<file path="src/rtl/seq_chunk_adder.sv">
// Multi-cycle adder/subtractor: WIDTH-bit operands summed CHUNK bits per clock, LSB chunk first.
// Optional macro SEQ_CHUNK_ADDER_OVF_EN adds a signed-overflow output (ovf).
module seq_chunk_adder #(
  parameter int WIDTH = 32,
  parameter int CHUNK = 8
) (
  input  logic             clk,
  input  logic             rst,
  input  logic             in_valid,
  output logic             in_ready,
  input  logic [WIDTH-1:0] a,
  input  logic [WIDTH-1:0] b,
  input  logic             cin,
  input  logic             sub,
  output logic             out_valid,
  input  logic             out_ready,
  output logic [WIDTH-1:0] sum,
  output logic             cout,
  output logic [1:0]       dbg_state
`ifdef SEQ_CHUNK_ADDER_OVF_EN
  ,
  output logic             ovf
`endif
);

  // Handshakes: a transfer happens on a rising edge where valid && ready;
  // valid never depends on ready, and in_ready/out_valid depend only on state.
  localparam int NCHUNK = WIDTH / CHUNK;
  localparam int CNT_W  = (NCHUNK > 1) ? $clog2(NCHUNK) : 1;
  localparam logic [CNT_W-1:0] LAST_CNT = CNT_W'(NCHUNK - 1);

  typedef enum logic [1:0] {
    S_IDLE = 2'd0,
    S_RUN  = 2'd1,
    S_DONE = 2'd2
  } state_e;

  state_e             state_q, state_d;
  logic [CNT_W-1:0]   cnt_q, cnt_d;
  logic [WIDTH-1:0]   a_q, a_d;
  logic [WIDTH-1:0]   b_q, b_d;
  logic               carry_q, carry_d;
  logic [WIDTH-1:0]   sum_q, sum_d;
  logic               cout_q, cout_d;
  logic [CHUNK-1:0]   a_chunk, b_chunk;
  logic [CHUNK:0]     chunk_sum;
`ifdef SEQ_CHUNK_ADDER_OVF_EN
  logic               ovf_q, ovf_d;
`endif

  always_comb begin
    a_chunk   = a_q[cnt_q*CHUNK +: CHUNK];
    b_chunk   = b_q[cnt_q*CHUNK +: CHUNK];
    chunk_sum = {1'b0, a_chunk} + {1'b0, b_chunk} + {{CHUNK{1'b0}}, carry_q};
  end

  always_comb begin
    state_d = state_q;
    cnt_d   = cnt_q;
    a_d     = a_q;
    b_d     = b_q;
    carry_d = carry_q;
    sum_d   = sum_q;
    cout_d  = cout_q;
`ifdef SEQ_CHUNK_ADDER_OVF_EN
    ovf_d   = ovf_q;
`endif
    case (state_q)
      S_IDLE: begin
        if (in_valid) begin
          // Subtraction as a + ~b + ~cin: final carry 1 means no borrow.
          a_d     = a;
          b_d     = sub ? ~b : b;
          carry_d = sub ? ~cin : cin;
          cnt_d   = '0;
          state_d = S_RUN;
        end
      end
      S_RUN: begin
        sum_d[cnt_q*CHUNK +: CHUNK] = chunk_sum[CHUNK-1:0];
        carry_d = chunk_sum[CHUNK];
        if (cnt_q == LAST_CNT) begin
          cout_d  = chunk_sum[CHUNK];
`ifdef SEQ_CHUNK_ADDER_OVF_EN
          // Carry into the MSB recovered as r ^ a ^ b at that bit.
          ovf_d   = chunk_sum[CHUNK] ^ chunk_sum[CHUNK-1] ^ a_chunk[CHUNK-1] ^ b_chunk[CHUNK-1];
`endif
          cnt_d   = '0;
          state_d = S_DONE;
        end else begin
          cnt_d = cnt_q + CNT_W'(1);
        end
      end
      S_DONE: begin
        if (out_ready) state_d = S_IDLE;
      end
      default: state_d = S_IDLE;
    endcase
  end

  always_ff @(posedge clk or posedge rst) begin
    if (rst) begin
      state_q <= S_IDLE;
      cnt_q   <= '0;
      a_q     <= '0;
      b_q     <= '0;
      carry_q <= 1'b0;
      sum_q   <= '0;
      cout_q  <= 1'b0;
`ifdef SEQ_CHUNK_ADDER_OVF_EN
      ovf_q   <= 1'b0;
`endif
    end else begin
      state_q <= state_d;
      cnt_q   <= cnt_d;
      a_q     <= a_d;
      b_q     <= b_d;
      carry_q <= carry_d;
      sum_q   <= sum_d;
      cout_q  <= cout_d;
`ifdef SEQ_CHUNK_ADDER_OVF_EN
      ovf_q   <= ovf_d;
`endif
    end
  end

  assign in_ready  = (state_q == S_IDLE);
  assign out_valid = (state_q == S_DONE);
  assign sum       = sum_q;
  assign cout      = cout_q;
  assign dbg_state = state_q;
`ifdef SEQ_CHUNK_ADDER_OVF_EN
  assign ovf       = ovf_q;
`endif

endmodule

</file>
<file path="config.mk">
export PLATFORM = sky130hd
export DESIGN_NAME = seq_chunk_adder
export DESIGN_NICKNAME = d
export VERILOG_FILES = /design/src/rtl/seq_chunk_adder.sv
export SDC_FILE = /design/constraint.sdc
export NUM_CORES = 1
export LEC_CHECK = 0
export BUFFER_PORTS_ARGS = -buffer_cell sky130_fd_sc_hd__buf_2
export CELL_PAD_IN_SITES_DETAIL_PLACEMENT = 0
export CELL_PAD_IN_SITES_GLOBAL_PLACEMENT = 1
export CORE_ASPECT_RATIO = 1.4
export CORE_MARGIN = 2
export CORE_UTILIZATION = 42
export DETAILED_ROUTE_END_ITERATION = 6
export GPL_TIMING_DRIVEN = 0
export PLACE_DENSITY = 0.8
export SLEW_MARGIN = 10
export SYNTH_ARGS = -nofsm -noshare
export SYNTH_HDL_FRONTEND = slang
export SYNTH_SLANG_ARGS = --single-unit
</file>
<file path="constraint.sdc">
create_clock -name clk -period 3.8 [get_ports clk]
set_input_delay 0.76 -clock clk [delete_from_list [all_inputs] [get_ports clk]]
set_output_delay 0.76 -clock clk [all_outputs]
set_load 0.02 [all_outputs]
</file>
==> results by group <==
Outcome
  • Outcome: completed

Synthesis
  • Post-synthesis sequential area ratio: 52.16%
  • Post-synth top area share: a little over half
  • Syn nets: roughly 540
  • Syn_area_per_cell: approximately 11 sq um
  • Mapped Area: 4893 sq um
  • Ys flop type: dfrtp_1
  • Count leader, synth: nand2_1
  • Top cells by area, synth: dfrtp_1 (52%), nand2_1 (11%), mux4_2 (7.4%), xnor2_1 (6.6%), o21ai_0 (4.3%)
  • Synth top cells by count: nand2_1 (144), dfrtp_1 (102), o21ai_0 (42)
  • Cell accounting for the most synthesized area: dfrtp_1
  • Synth warnings: 0
  • Number of flops mapped to enable cells by yosys: 0
  • Post-Synthesis Cells: around 460
  • Yosys reg bits: approximately 100
  • Post-synth ARST share: 100.0%
  • Distinct cells, synth: 39

Global routing
  • Global-route wire length before repair: 19.05 mm
  • Global route overflow: 0
  • Initial antenna violation count: 0
  • Vias in the first global route: approximately 3800
  • GRT Total Usage: 20.00%
  • Largest net degree at the start of global routing: 58

Critical path
  • CP bufs+invs: 3
  • Critical path arrival: 3.70 ns
  • Critical-path top delay cell: mux4_2
  • R2R Setup Slk: 0.33 ns
  • Startpoint types: flop
  • Critical Setup Path Class: reg2reg
  • Crit path top cell by count: fa_1
  • Largest stage delay on the critical path: roughly 0.60 ns
  • Critical path data required time: slightly above 4 ns
  • Crit end category: flop
  • Critical path origin: cnt_q[0]$_DFFE_PP0P_
  • Crit-path leading delay family: compound AO/OA/AOI/OAI gates
  • FF-to-FF Start: cnt_q[0]$_DFFE_PP0P_
  • Max FO, Critical Path: 10
  • CP Cell Sequence: clkbuf_2 > buf_4 > mux4_2 > fa_1 > inv_1 > fa_1 > nand2b_1 > a21oi_1 > a211oi_2 > o21ai_1 > a221o_1

Pwr
  • Lkg Pwr: 2.961 nW
  • Net Sw Power: 2.367 mW
  • Comb pwr share: between 50% and 60%
  • Clock power share: between 10% and 20%
  • Sw frac: 43.37%
  • Register share of total power: between 30% and 40%
  • Worst VDD drop: 0.0003564 V
  • Power per Cell Area: 927.4 nW/um^2
  • Int Power: roughly 3.1 mW

Route
  • Routed WL: 11.98 mm
  • WL per Instance: about 17 um
  • Drt pass-1 iters: 4
  • DR vias/cell: 5.084
  • Final ANT Viol Nets: 0
  • Initial DRC count: between 150 and 200
  • Vias post-DR: between 3000 and 4000
  • DRC: 0

STA
  • Endpoints failing setup: 0
  • Worst slew pin tran: 0.5577 ns
  • Unrepaired setup endpoints after global routing: no
  • Min cycle time layout: ~3.5 ns
  • Final Skew: just under 0.006 ns
  • Fmax: 0.2882 GHz
  • Final Hold Viols: 0
  • Final worst-path setup slack: approximately 0.33 ns
  • Final worst path period share: just over 90%
  • Slew Limit Fails: 0
  • Slew margin rel.: 62.82%

Clock tree
  • # hold bufs at CTS: 0
  • Clock tree buffer depth: 2
  • H-tree depth: 3
  • Clock sink total: ~100
  • Postcts setup bufs: 0
  • Post-CTS Resized: 0
  • Clock Latency Late Sink: approximately 0.34 ns
  • Clk root buf: clkbuf_16
  • CTS tree: yes
  • Clock transition at the registers of the reported paths: approximately 0.060 ns
  • CTS Buf Count: 9

Flow run
  • Max Cap Viol: 0

Floorplan
  • IO Pins: roughly 110
  • Die width: between 90 and 100 um
  • Std-Cell Rows: 46
  • Die Height: 131.7 um
  • Starting Density: approximately 43%
  • Die footprint: 12540 sq um
  • Core area: between 10000 and 15000 sq um

Cells and area
  • Area growth from synthesis to layout: 20.28%
  • N_diodes: 0
  • Post-layout util: 51.91%
  • Net count, final: around 660
  • Layout cells sized above 1: about 28%

Placement
  • Placer Congestion: 0.8449
  • Setup slack at placement: about 0.32 ns
  • PortBufs: ~110
  • Dpl hpwl: about 9 mm

Hold path
  • HP Class: reg2reg
  • Min-Delay Startpoint: a_q[19]$_DFFE_PP0P_
worst reg2reg max path, delay by kind of cell (launching register included):
kind	cells	cell delay [ns]
mux	1	0.61
flops	1	0.40
fa+ha+maj	2	0.68
compound gates	4	0.88
simple gates	1	0.14
buf+inv	3	0.64
state kept, by name, summed over array words and instances (netlist names):
register / count
cout: 1
dbg_state: 2
b_q: 32
a_q: 32
sum: 32
carry_q: 1
cnt_q: 2
stage by stage:
stage	TNS (ns)	instance area [sq um]	power [mW]	std cells	hold slack (ns)
3_5_place_dp	0	5629	4.662	709	0.4574
3_3_place_gp	-69.79	5599	4.567	708	0.4556
6_report	0	5886	5.458	723	0.4742
4_1_cts	0	5886	5.496	723	0.4735
2_1_floorplan	0	4893	3.812	459	0.4403
5_1_grt	0	5886	5.873	723	0.4824
path summary, 6_finish.rpt:
kind	depth (start not counted)	endpoint
setup reg to reg	11	carry_q$_DFFE_PP0P_
max in group asynchronous	3	dbg_state[1]$_DFFE_PP0P_
hold / removal	2	a_q[19]$_DFFE_PP0P_
hold reg to reg	2	a_q[19]$_DFFE_PP0P_
setup / recovery	11	carry_q$_DFFE_PP0P_
min in group asynchronous	2	a_q[5]$_DFFE_PP0P_
routing by layer:
| layer | vias to the layer above | global-route usage, % | part of all wire [%] |
|---|---|---|---|
| met5 | - | 0 | 0 |
| met4 | 0 | 7.890 | 2.5 |
| met3 | 25 | 3.555 | 3.6 |
| met2 | 94 | 35.02 | 53 |
| met1 | 1777 | 23.89 | 40 |
| li1 | 1780 | - | - |
power by group through the flow:
stage                     logic [mW]  registers [mW]  clock network [mW]
after global routing            3.17            1.82               0.885
after detailed placement        2.88            1.78                   0
final                           2.86            1.76               0.831
after CTS                       2.89            1.76               0.841
after floorplan                 2.00            1.81                   0
after global placement          2.81            1.75                   0
layout by cell type, fill, tap and decap left out, types with 2 or more instances in the layout:
| cell type | n |
|---|---|
| clkinv_2 | 2 |
| nand2b_1 | 6 |
| nor3_4 | 2 |
| nand4_1 | 3 |
| nand2_2 | 2 |
| clkbuf_1 | 9 |
| o21ai_0 | 42 |
| a21oi_1 | 6 |
| ha_1 | 13 |
| fa_1 | 2 |
| nor2_1 | 5 |
| xnor2_1 | 37 |
| mux4_2 | 16 |
| xor2_1 | 2 |
| a22o_1 | 24 |
| inv_1 | 6 |
| buf_4 | 2 |
| o21ai_1 | 3 |
| buf_2 | 118 |
| nand2_1 | 144 |
| clkbuf_16 | 9 |
| o31ai_1 | 2 |
| a211oi_2 | 2 |
| dfrtp_1 | 102 |
cell type report:
class / count / area (sq um)
clock buffers: 12 / 246.5
plain buffers: 24 / 122.6
well taps: 144 / 180.2
inverters: 7 / 28.78
fillers: 1093 / 5453
repair buffers: 106 / 553.0
clock inverters: 2 / 10.01
multi-input cells: 326 / 2192
flip-flops and latches: 102 / 2552
kinds of logic after synthesis:
logic type	count (synthesis)	synth area share [%]
AOI/OAI and AO/OA	84	11.25
xor gates and xnor gates	39	6.980
adders and majority gates	15	4.142
buffers and inverters	31	3.043
DFF	102	52.16
muxes	17	7.594
and+or+nand+nor	171	14.83
(Power assumes the default switching activity.)
